===== src/rtl/array_sequencer.sv =====
// rtl/array_sequencer.sv - SIMD PE array instruction sequencer with serialised host register reads
module array_sequencer #(
    parameter int SIZE      = 5,
    parameter int LENGTH    = 32,
    parameter int EX_CYCLES = 2
) (
    input  logic              clk,
    input  logic              reset,
    input  logic              start,
    input  logic [LENGTH-1:0] instruction,
    input  logic              host_rd,
    input  logic [SIZE-1:0]   pe_addr,
    input  logic [9:0]        reg_addr,
    input  logic [15:0]       pe_rd_data,
    output logic              busy,
    output logic              done,
    output logic              illegal,
    output logic              pe_bcast,
    output logic [SIZE-1:0]   pe_sel,
    output logic [9:0]        rf_raddr_a,
    output logic [9:0]        rf_raddr_b,
    output logic [9:0]        rf_waddr,
    output logic              rf_we,
    output logic [5:0]        alu_op,
    output logic [5:0]        alu_func,
    output logic              rd_valid,
    output logic [15:0]       rd_data
);

    typedef enum logic [2:0] {
        S_IDLE, S_DECODE, S_READ, S_EXEC, S_WRITE, S_DONE, S_HREAD, S_HRESP
    } state_t;

    state_t          state_q, state_d;
    logic            start_q, start_d;
    logic [5:0]      op_q, op_d;
    logic [4:0]      rs_q, rs_d, rt_q, rt_d, rd_q, rd_d;
    logic [5:0]      func_q, func_d;
    logic            illegal_q, illegal_d;
    logic [3:0]      cnt_q, cnt_d;
    logic            pend_q, pend_d;
    logic [SIZE-1:0] pend_pe_q, pend_pe_d, hr_pe_q, hr_pe_d;
    logic [9:0]      pend_reg_q, pend_reg_d, hr_reg_q, hr_reg_d;
    logic [15:0]     rd_data_q, rd_data_d;
    logic            start_edge;
    logic            unused_bits;

    assign unused_bits = ^instruction[10:6];
    assign start_edge  = start & ~start_q;

    always_comb begin
        state_d    = state_q;
        start_d    = start;
        op_d       = op_q;
        rs_d       = rs_q;
        rt_d       = rt_q;
        rd_d       = rd_q;
        func_d     = func_q;
        illegal_d  = illegal_q;
        cnt_d      = cnt_q;
        pend_d     = pend_q;
        pend_pe_d  = pend_pe_q;
        pend_reg_d = pend_reg_q;
        hr_pe_d    = hr_pe_q;
        hr_reg_d   = hr_reg_q;
        rd_data_d  = rd_data_q;

        // Any request that cannot be served right now is queued, one deep.
        if (host_rd && !pend_q && !(state_q == S_IDLE && !start_edge)) begin
            pend_d     = 1'b1;
            pend_pe_d  = pe_addr;
            pend_reg_d = reg_addr;
        end

        case (state_q)
            S_IDLE: begin
                if (start_edge) begin
                    op_d      = instruction[31:26];
                    rs_d      = instruction[25:21];
                    rt_d      = instruction[20:16];
                    rd_d      = instruction[15:11];
                    func_d    = instruction[5:0];
                    illegal_d = 1'b0;
                    state_d   = S_DECODE;
                end else if (pend_q) begin
                    hr_pe_d  = pend_pe_q;
                    hr_reg_d = pend_reg_q;
                    pend_d   = 1'b0;
                    state_d  = S_HREAD;
                end else if (host_rd) begin
                    hr_pe_d  = pe_addr;
                    hr_reg_d = reg_addr;
                    state_d  = S_HREAD;
                end
            end
            S_DECODE: begin
                if (op_q != 6'd0) begin
                    illegal_d = 1'b1;
                    state_d   = S_DONE;
                end else begin
                    state_d = S_READ;
                end
            end
            S_READ: begin
                cnt_d   = 4'(EX_CYCLES - 1);
                state_d = S_EXEC;
            end
            S_EXEC: begin
                if (cnt_q == 4'd0) state_d = S_WRITE;
                else               cnt_d   = cnt_q - 4'd1;
            end
            S_WRITE: state_d = S_DONE;
            S_DONE:  state_d = S_IDLE;
            // The selected PE presents its register during HREAD; capture it so it is stable with rd_valid.
            S_HREAD: begin
                rd_data_d = pe_rd_data;
                state_d   = S_HRESP;
            end
            S_HRESP: state_d = S_IDLE;
            default: state_d = S_IDLE;
        endcase
    end

    always_ff @(posedge clk) begin
        if (reset) begin
            state_q    <= S_IDLE;
            start_q    <= 1'b1;
            op_q       <= '0;
            rs_q       <= '0;
            rt_q       <= '0;
            rd_q       <= '0;
            func_q     <= '0;
            illegal_q  <= 1'b0;
            cnt_q      <= '0;
            pend_q     <= 1'b0;
            pend_pe_q  <= '0;
            pend_reg_q <= '0;
            hr_pe_q    <= '0;
            hr_reg_q   <= '0;
            rd_data_q  <= '0;
        end else begin
            state_q    <= state_d;
            start_q    <= start_d;
            op_q       <= op_d;
            rs_q       <= rs_d;
            rt_q       <= rt_d;
            rd_q       <= rd_d;
            func_q     <= func_d;
            illegal_q  <= illegal_d;
            cnt_q      <= cnt_d;
            pend_q     <= pend_d;
            pend_pe_q  <= pend_pe_d;
            pend_reg_q <= pend_reg_d;
            hr_pe_q    <= hr_pe_d;
            hr_reg_q   <= hr_reg_d;
            rd_data_q  <= rd_data_d;
        end
    end

    always_comb begin
        busy       = 1'b0;
        done       = 1'b0;
        illegal    = 1'b0;
        pe_bcast   = 1'b0;
        pe_sel     = '0;
        rf_raddr_a = '0;
        rf_raddr_b = '0;
        rf_waddr   = '0;
        rf_we      = 1'b0;
        alu_op     = '0;
        alu_func   = '0;
        rd_valid   = 1'b0;
        case (state_q)
            S_DECODE: busy = 1'b1;
            S_READ: begin
                busy       = 1'b1;
                pe_bcast   = 1'b1;
                rf_raddr_a = {5'b0, rs_q};
                rf_raddr_b = {5'b0, rt_q};
            end
            S_EXEC: begin
                busy     = 1'b1;
                pe_bcast = 1'b1;
                alu_op   = op_q;
                alu_func = func_q;
            end
            S_WRITE: begin
                busy     = 1'b1;
                pe_bcast = 1'b1;
                rf_waddr = {5'b0, rd_q};
                // Register 0 is hardwired; reset kills the write in the same cycle.
                rf_we    = (rd_q != 5'd0) && !reset;
            end
            S_DONE: begin
                done    = 1'b1;
                illegal = illegal_q;
            end
            S_HREAD: begin
                pe_sel     = hr_pe_q;
                rf_raddr_a = hr_reg_q;
            end
            S_HRESP: rd_valid = 1'b1;
            default: ;
        endcase
    end

    assign rd_data = rd_data_q;

endmodule


===== config.mk =====
export PLATFORM = sky130hd
export DESIGN_NAME = array_sequencer
export DESIGN_NICKNAME = d
export VERILOG_FILES = /design/src/rtl/array_sequencer.sv
export SDC_FILE = /design/constraint.sdc
export NUM_CORES = 1
export LEC_CHECK = 0
export CORE_MARGIN = 2
export CORE_UTILIZATION = 50
export CTS_BUF_LIST = sky130_fd_sc_hd__clkbuf_8
export CTS_CLUSTER_SIZE = 28
export DETAILED_ROUTE_END_ITERATION = 6
export GPL_ROUTABILITY_DRIVEN = 0
export GPL_TIMING_DRIVEN = 0
export PLACE_DENSITY = 0.84
export SYNTH_ARGS = -nofsm -noshare
export SYNTH_HDL_FRONTEND = slang
export SYNTH_SLANG_ARGS = --single-unit

===== constraint.sdc =====
create_clock -name clk -period 2.45 [get_ports clk]
set_input_delay 0.49 -clock clk [delete_from_list [all_inputs] [get_ports clk]]
set_output_delay 0.49 -clock clk [all_outputs]
set_load 0.02 [all_outputs]

-- Yosys cells after proc, flatten, opt, wreduce, memory -nomap -nowiden
Cells that the tools add are included.
- register bits after elaboration: 83
- output and inout port bits: 69
- logic and storage cells: 85
- input port bits: 67
- reduce and logical (&&, ||, !) cells: 23
- add/subtract/negate cells: 1
- bitwise operators: 3
- muxes and demuxes: 31
- equality and inequality tests: 12
- operator list (kind ; number):
    $mux W5 ; 5
    $pmux W3 S7 ; 1
    $mux W10 ; 2
    $pmux W10 S2 ; 1
    $mux W3 ; 5
    $eq A3 B3 Y1 const B ; 4
    $mux W1 ; 12
    $mux W6 ; 2
    $ne A2 B2 Y1 const B ; 4
    $pmux W4 S2 ; 1
    $eq A3 B2 Y1 const B ; 2
    $reduce_and A2 Y1 ; 3
    $reduce_and A3 Y1 ; 2
    $reduce_bool A2 Y1 ; 3
    $reduce_bool A6 Y1 ; 1
    $reduce_bool A5 Y1 ; 1
    $logic_and A1 B1 Y1 ; 4
    $logic_not A1 Y1 ; 4
    $logic_not A4 Y1 ; 1
    $mux W4 ; 1
    $ne A4 B4 Y1 const B ; 1
    $reduce_or A4 Y1 ; 1
    $sub A4 B1 Y4 const B ; 1
    $eq A3 B1 Y1 const B ; 1
    6 further kinds ; 7

-- Logic depth before layout (Yosys ltp)
Gate-level depths: netlist (run 1).
- word-level depth: 10
- gate-level depth with buffers: 6
- gate-level depth less buffers: 5

-- Least setup slack after synthesis (run 1)
No wires, ideal clock.
- path kind: flip-flop to output port
- from: register state_q[2]
- to: output rf_we
- arrival: 1.573 ns
- stages on the path, launching flop included: 6
- slack: 0.387 ns
- buffers on the path: 3
- cell sequence: dfxtp_1 buf_2 clkbuf_1 clkbuf_1 nand2_1 nor3_1
- word-level cells in the longest chain between the ends: 2
- RTL lines (what ; line ; RTL):
    start: declaration ; 34 ; state_t state_q, state_d;
    start signal: assignment ; 142 ; state_q <= state_d;
    $eq A3 B3 Y1 ; 173 ; case (state_q)
    $mux W1 ; 173 ;
    end: declaration ; 23 ; output logic rf_we,
Every way passes these cells.

-- Worst setup path after layout (run 1)
- from: register state_q[0]
- to: output rf_raddr_a[0]
- word-level cells in the longest chain between the ends: 2
- elaborated cells on any way between the ends: 3
- classes of those cells: eq/ne (2); mux (1)
- RTL lines (what ; line ; RTL):
    $eq A3 B3 Y1 / $eq A3 B2 Y1 (equally long branches) ; 173 ;
    $pmux W10 S2 (*) ; 173 ;
    end: declaration ; 20 ; output logic [9:0] rf_raddr_a,
Every way passes the cells marked *; elsewhere a longest branch is shown, timed or not.

==> results of run 1 <==
==> area by class of cell <==
class / instances / area (µm²)
buffer: 49 / 287.8
clock buffer: 10 / 137.6
clock inverter: 6 / 96.34
fill: 630 / 2192
inverter: 7 / 27.53
multi-input combinational: 338 / 2031
sequential: 83 / 1665
tap: 102 / 127.6
timing repair buffer: 119 / 1122
==> through the flow <==
step                TNS (ns)  total power [µW]  cell area, µm²
floorplan                  0              2793            3961
global placement      -2.679              3277            5280
detailed placement    -3.027              3331            5280
CTS                        0              4466            5507
global route        -0.01596              4718            5495
finish                     0              4491            5495
==> worst register-to-register path, stage by stage (launching register included) <==
cell and delay [ns]:
dfxtp_4 0.37, or4b_1 0.56, buf_2 0.21, buf_2 0.20, o21ai_1 0.15, a21oi_1 0.09
==> cell usage after synthesis (all sizes together), types with 3 or more instances <==
cell type | instances | share of area [%]
and2 | 28 | 4.5
a31oi | 3 | 0.48
dfxtp | 83 | 42
mux2i | 30 | 7.6
nand2 | 94 | 9.0
a21oi | 45 | 5.7
inv | 5 | 0.48
buf | 25 | 4.2
nand2b | 3 | 0.48
or4 | 4 | 0.86
o21ai | 31 | 4.0
clkbuf | 24 | 2.3
nor2 | 7 | 0.73
nand3 | 27 | 3.4
mux2 | 15 | 4.3
and3 | 5 | 0.80
a22o | 5 | 1.1
==> worst min-delay path by stage <==
stage	startpoint	endpoint	slack, ns	depth (start not counted)
after floorplan	pend_pe_q[0]	pend_pe_q[0]	0.43	2
after global placement	pend_reg_q[1]	pend_reg_q[1]	0.44	2
after detailed placement	pend_reg_q[6]	pend_reg_q[6]	0.45	2
after CTS	rd_data[0]	rd_data[0]	0.46	2
after global routing	pend_reg_q[5]	pend_reg_q[5]	0.47	2
final	rd_data[4]	rd_data[4]	0.46	2
==> repair_timing <==
action / CTS / global route
hold endpoints to repair: 0 / 0
setup endpoints to repair: 43 / 38
resized for setup: 66 / 19
hold buffers: 0 / 0
==> state kept, by name (all words and copies together), names as in the netlist, 4 cells and up <==
register / cells
pend_reg_q: 10
pend_pe_q: 5
rt_q: 5
hr_reg_q: 10
cnt_q: 4
rs_q: 5
rd_data: 16
rd_q: 5
func_q: 6
hr_pe_q: 5
op_q: 6
==> logic make-up (layout without fill, tap and decap cells) <==
family	count (synthesis)	after routing
other	1	10
AOI/OAI and AO/OA	96	96
buffers and inverters	56	191
xor gates and xnor gates	1	1
muxes	45	45
DFF	83	83
and+or+nand+nor	185	185
adders and majority gates	1	1
==> layer usage <==
layer / GRT usage, % / vias up
met5: 0 / -
met3: 6.753 / 20
met4: 9.681 / 0
met1: 30.72 / 1745
li1: - / 1867
met2: 42.46 / 155
==> report_power, final <==
group,switching [µW],internal [µW]
Sequential,118,1560
Combinational,949,722
Clock,528,614
Total,1590,2900
==> metrics.cfg, run 1 <==
[detailed_routing]
routed.top_layer = met4
routed-wl-met2_um = 5174
dr.first_iter.drc_count = 261
drtPass1Iterations = 5
vias = 3787
met1Wirelength_um = 4490
dr_wl_met3_um = 760
avgRoutedWirePerCell_um = 14.91
drt-total-wl_um = 10640
final_antenna_net_count = 0
drc = 0
vias_per_cell = 5.304

[min_path]
hold_path.class = flop to flop

[critical_path]
endpoint_kind = primary output
path_buf_inv = 3
worstPathRequired_ns = 1.96
cp-startpoint = state_q[0]
crit_slowest_cell = dfxtp_4
timing.rr.start = state_q[0]
path_cells = buf_4 > and3b_2 > clkbuf_4 > a22o_1 > clkdlybuf4s15_1
setup.worst_path.class = flop to primary output
critical_path_arrival_ns = 1.91
max_stage_delay_ns = 0.39
start_kind = flop
r2r_slack_ns = 0.73
crit_fanout = 10
cp_top_family = buffers and inverters
r2r_cells = 5
path_depth = 5
crit_end = rf_raddr_a[0]
timing.rr.end = rs_q[4]

[clock_network]
htree_levels = 3
root_buffer = clkbuf_8
cts_setup_buffers = 0
cts_tree = done
cts.reportedPaths.clkPinSlew_ns = 0.09
cts_sinks = 83
clock_path_buffers = 2
numCtsBuffers = 9
clk_latency_ns = 0.36

[power]
power_leakage_uw = 0.002294
irDropWorstVdd_uv = 490.1
p_per_area_nw_per_um2 = 817.3

[grt]
grt_max_degree = 16
gr-total-overflow = 0
grt_use_total_pct = 25.18
antenna_found_initial = 0
grt_pass1_wl_um = 17240
grt_pass1_vias = 3715

[logic_synthesis]
ys_types = 48
synth-seq-cells = 83
synth-compound-area-share_pct = 14.53
synth_xor_area_share_pct = 0.2230
synth_top_family_by_area = simple AND/OR/NAND/NOR gates
muxShareOfSynthArea_pct = 11.95
synth.avg_cell_area_um2 = 8.392
async_reset_ff_share_pct = 0
synth_ff_type = dfxtp_1
synthCells = 468
yosys.area_share.adder_pct = 0.3186
synth-simple-area-share_pct = 23.38
yosysSeqAreaShare_pct = 42.31
synth-edff-count = 0
synth_area_um2 = 3928
ys_warn_count = 0

[layout]
drive_gt1_share_pct = 13.56
final_util_pct = 71.48
diodes = 0
layout_common_cells = nand2_1 (94), dfxtp_1 (82), clkdlybuf4s50_1 (78), a21oi_1 (45), dlygate4sd2_1 (31)
finalNetCount = 675
stdcell_count = 714
final_common_cell = nand2_1
area_growth_pct = 39.92

[sta]
rsz0062_at_grt = yes
fin_ws_ns = 0.04576
relSlewSlack_pct = 53.64
fin_crit_ns = 2.404
setup_violations = 0
maxSlewViolCount = 0
tightestPinTransition_ns = 0.6939
clock.fmax_ghz = 0.4159
post-route-period-util_pct = 98.13
hold_viol = 0
fin_worst_skew_ns = 0.01589
holdWs_ns = 0.4578

[floorplan]
initial_core_util_pct = 51.09
core_area_um2 = 7687
row_count = 32
die_w_um = 92.63
dieArea_um2 = 8580
die_y_um = 92.63
pin_count = 136

[status]
status = completed

[place]
place_ws_ns = -0.2290
place_hpwl_um = 7853
place_inst = 698
port_buffers = 119

[run]
maxCapViolCount = 0

No activity file was read; power rests on OpenSTA's default activity.
==> run 2: changes to the inputs <==
CORE_UTILIZATION = 51   (was 50)
PLACE_DENSITY = 0.93   (was 0.84)
==> run 2 against run 1 <==
  * Clock-buffer cell count down 1
  * First-iteration DRC count shrank 25%
  * Sequential cell count stayed put
  * Worst hold slack about the same
  * Routed wire length is 3.8% higher
  * Via count up 1.3%
  * Core utilization up 2.4 points
  * Fmax is 1.2% higher
  * Worst setup slack improved by 0.028 ns
  * Cell area fell by 0.98%
  * Largest cell class unchanged
==> metrics.cfg, run 2 (synthesis results as in run 1) <==
[sta]
clock.fmax_ghz = 0.4208
fin_crit_ns = 2.377
post-route-period-util_pct = 97.00
relSlewSlack_pct = 53.38
maxSlewViolCount = 0
fin_setup_tns_ns = 0
tightestPinTransition_ns = 0.6978
fin_worst_skew_ns = 0.01505
rsz0062_at_grt = yes
hold_viol = 0
fin_ws_ns = 0.07343
setup_violations = 0

[place]
port_buffers = 119
place_hpwl_um = 8087
place_ws_ns = -0.2139

[layout]
drive_gt1_share_pct = 14.38
layout_common_cells = nand2_1 (94), dfxtp_1 (82), clkdlybuf4s50_1 (77), a21oi_1 (45), mux2i_1 (30)
final_common_cell = nand2_1
diodes = 0
largest_reg_flops = 16
finalNetCount = 675
area_growth_pct = 38.55

[detailed_routing]
final_antenna_net_count = 0
dr_wl_met3_um = 907
drtPass1Iterations = 5
drt-total-wl_um = 11050
met1Wirelength_um = 4402
vias_per_cell = 5.397
routed.top_layer = met4
vias = 3837
dr.first_iter.drc_count = 196
avgRoutedWirePerCell_um = 15.54
drc = 0
routed-wl-met2_um = 5521

[critical_path]
r2r_slack_ns = 0.71
critical_path_arrival_ns = 1.89
crit_fanout = 10
endpoint_kind = primary output
setup.worst_path.class = flop to primary output
start_kind = flop
worstPathRequired_ns = 1.96

[min_path]
hold_path.class = flop to flop

[clock_network]
cts.reportedPaths.clkPinSlew_ns = 0.09
cts_sinks = 83
clock_path_buffers = 2
root_buffer = clkbuf_8
numCtsBuffers = 9
cts_tree = done
htree_levels = 3
clk_latency_ns = 0.36

[grt]
grt_pass1_wl_um = 17920
antenna_found_initial = 0
grt_use_total_pct = 26.33
grt_max_degree = 17
gr-total-overflow = 0
grt_pass1_vias = 3882

[floorplan]
row_count = 31
dieArea_um2 = 8419
die_w_um = 91.76
initial_core_util_pct = 53.29
pin_count = 136
core_area_um2 = 7370
die_y_um = 91.76

[run]
maxCapViolCount = 0

[power]
power_leakage_uw = 0.002272
p_per_area_nw_per_um2 = 804.5
irDropWorstVdd_uv = 614.5

[status]
status = completed

run 2: layout make-up:
class,count,area (µm²)
clock inverter,7,82.58
fill,553,1928
timing repair buffer,119,1104
multi-input combinational,338,2029
tap,99,123.9
clock buffer,9,123.9
inverter,7,27.53
sequential,83,1663
buffer,49,287.8
run 2: critical path, cell delays in order (launching register included):
cell and delay [ns]:
dfxtp_2 0.41, buf_4 0.19, and3b_1 0.25, clkbuf_4 0.21
and2_1 0.14, dlygate4sd2_1 0.33
run 2: through the flow:
stage,utilization [%],cells,cell area (µm²),hold slack [ns],total power [µW]
floorplan,-,477,3961,0.4313,2793
global placement,71.60,695,5276,0.4386,3268
global route,73.84,711,5441,0.4745,4581
CTS,74.24,711,5472,0.4614,4354
finish,73.84,711,5441,0.4579,4378
detailed placement,71.60,695,5276,0.4476,3335
run 2: where the power goes:
group          internal (µW)  switching, µW  total [µW]
sequential              1560            121        1680
clock                    486            534        1020
combinational            721            959        1680
total                   2760           1610        4380
run 2: repair_timing:
action / 4_1_cts / 5_1_grt
hold endpoints to repair: 0 / 0
setup endpoints to repair: 43 / 36
hold buffers: 0 / 0
gates resized for setup: 64 / 34
buffers inserted: 0 / 0
run 2: worst paths after layout:
check	cells past startpoint	start	end
worst min-delay path	2	rd_data[3]	rd_data[3]
worst max-delay path	5	state_q[0]	alu_op[4]
worst max register to register	5	start_q	pend_pe_q[3]
worst min register to register	2	rd_data[3]	rd_data[3]
run 2: layer usage:
| metal | track usage, % | up-vias |
|---|---|---|
| met5 | 0 | - |
| li1 | - | 1862 |
| met3 | 6.738 | 22 |
| met1 | 30.04 | 1785 |
| met4 | 10.07 | 0 |
| met2 | 47.06 | 168 |
==> run 3: changes to the inputs <==
SLEW_MARGIN = 30   (was default)
==> results of run 3 <==
The final DEF is identical to that of run 2; final timing and power are the same.
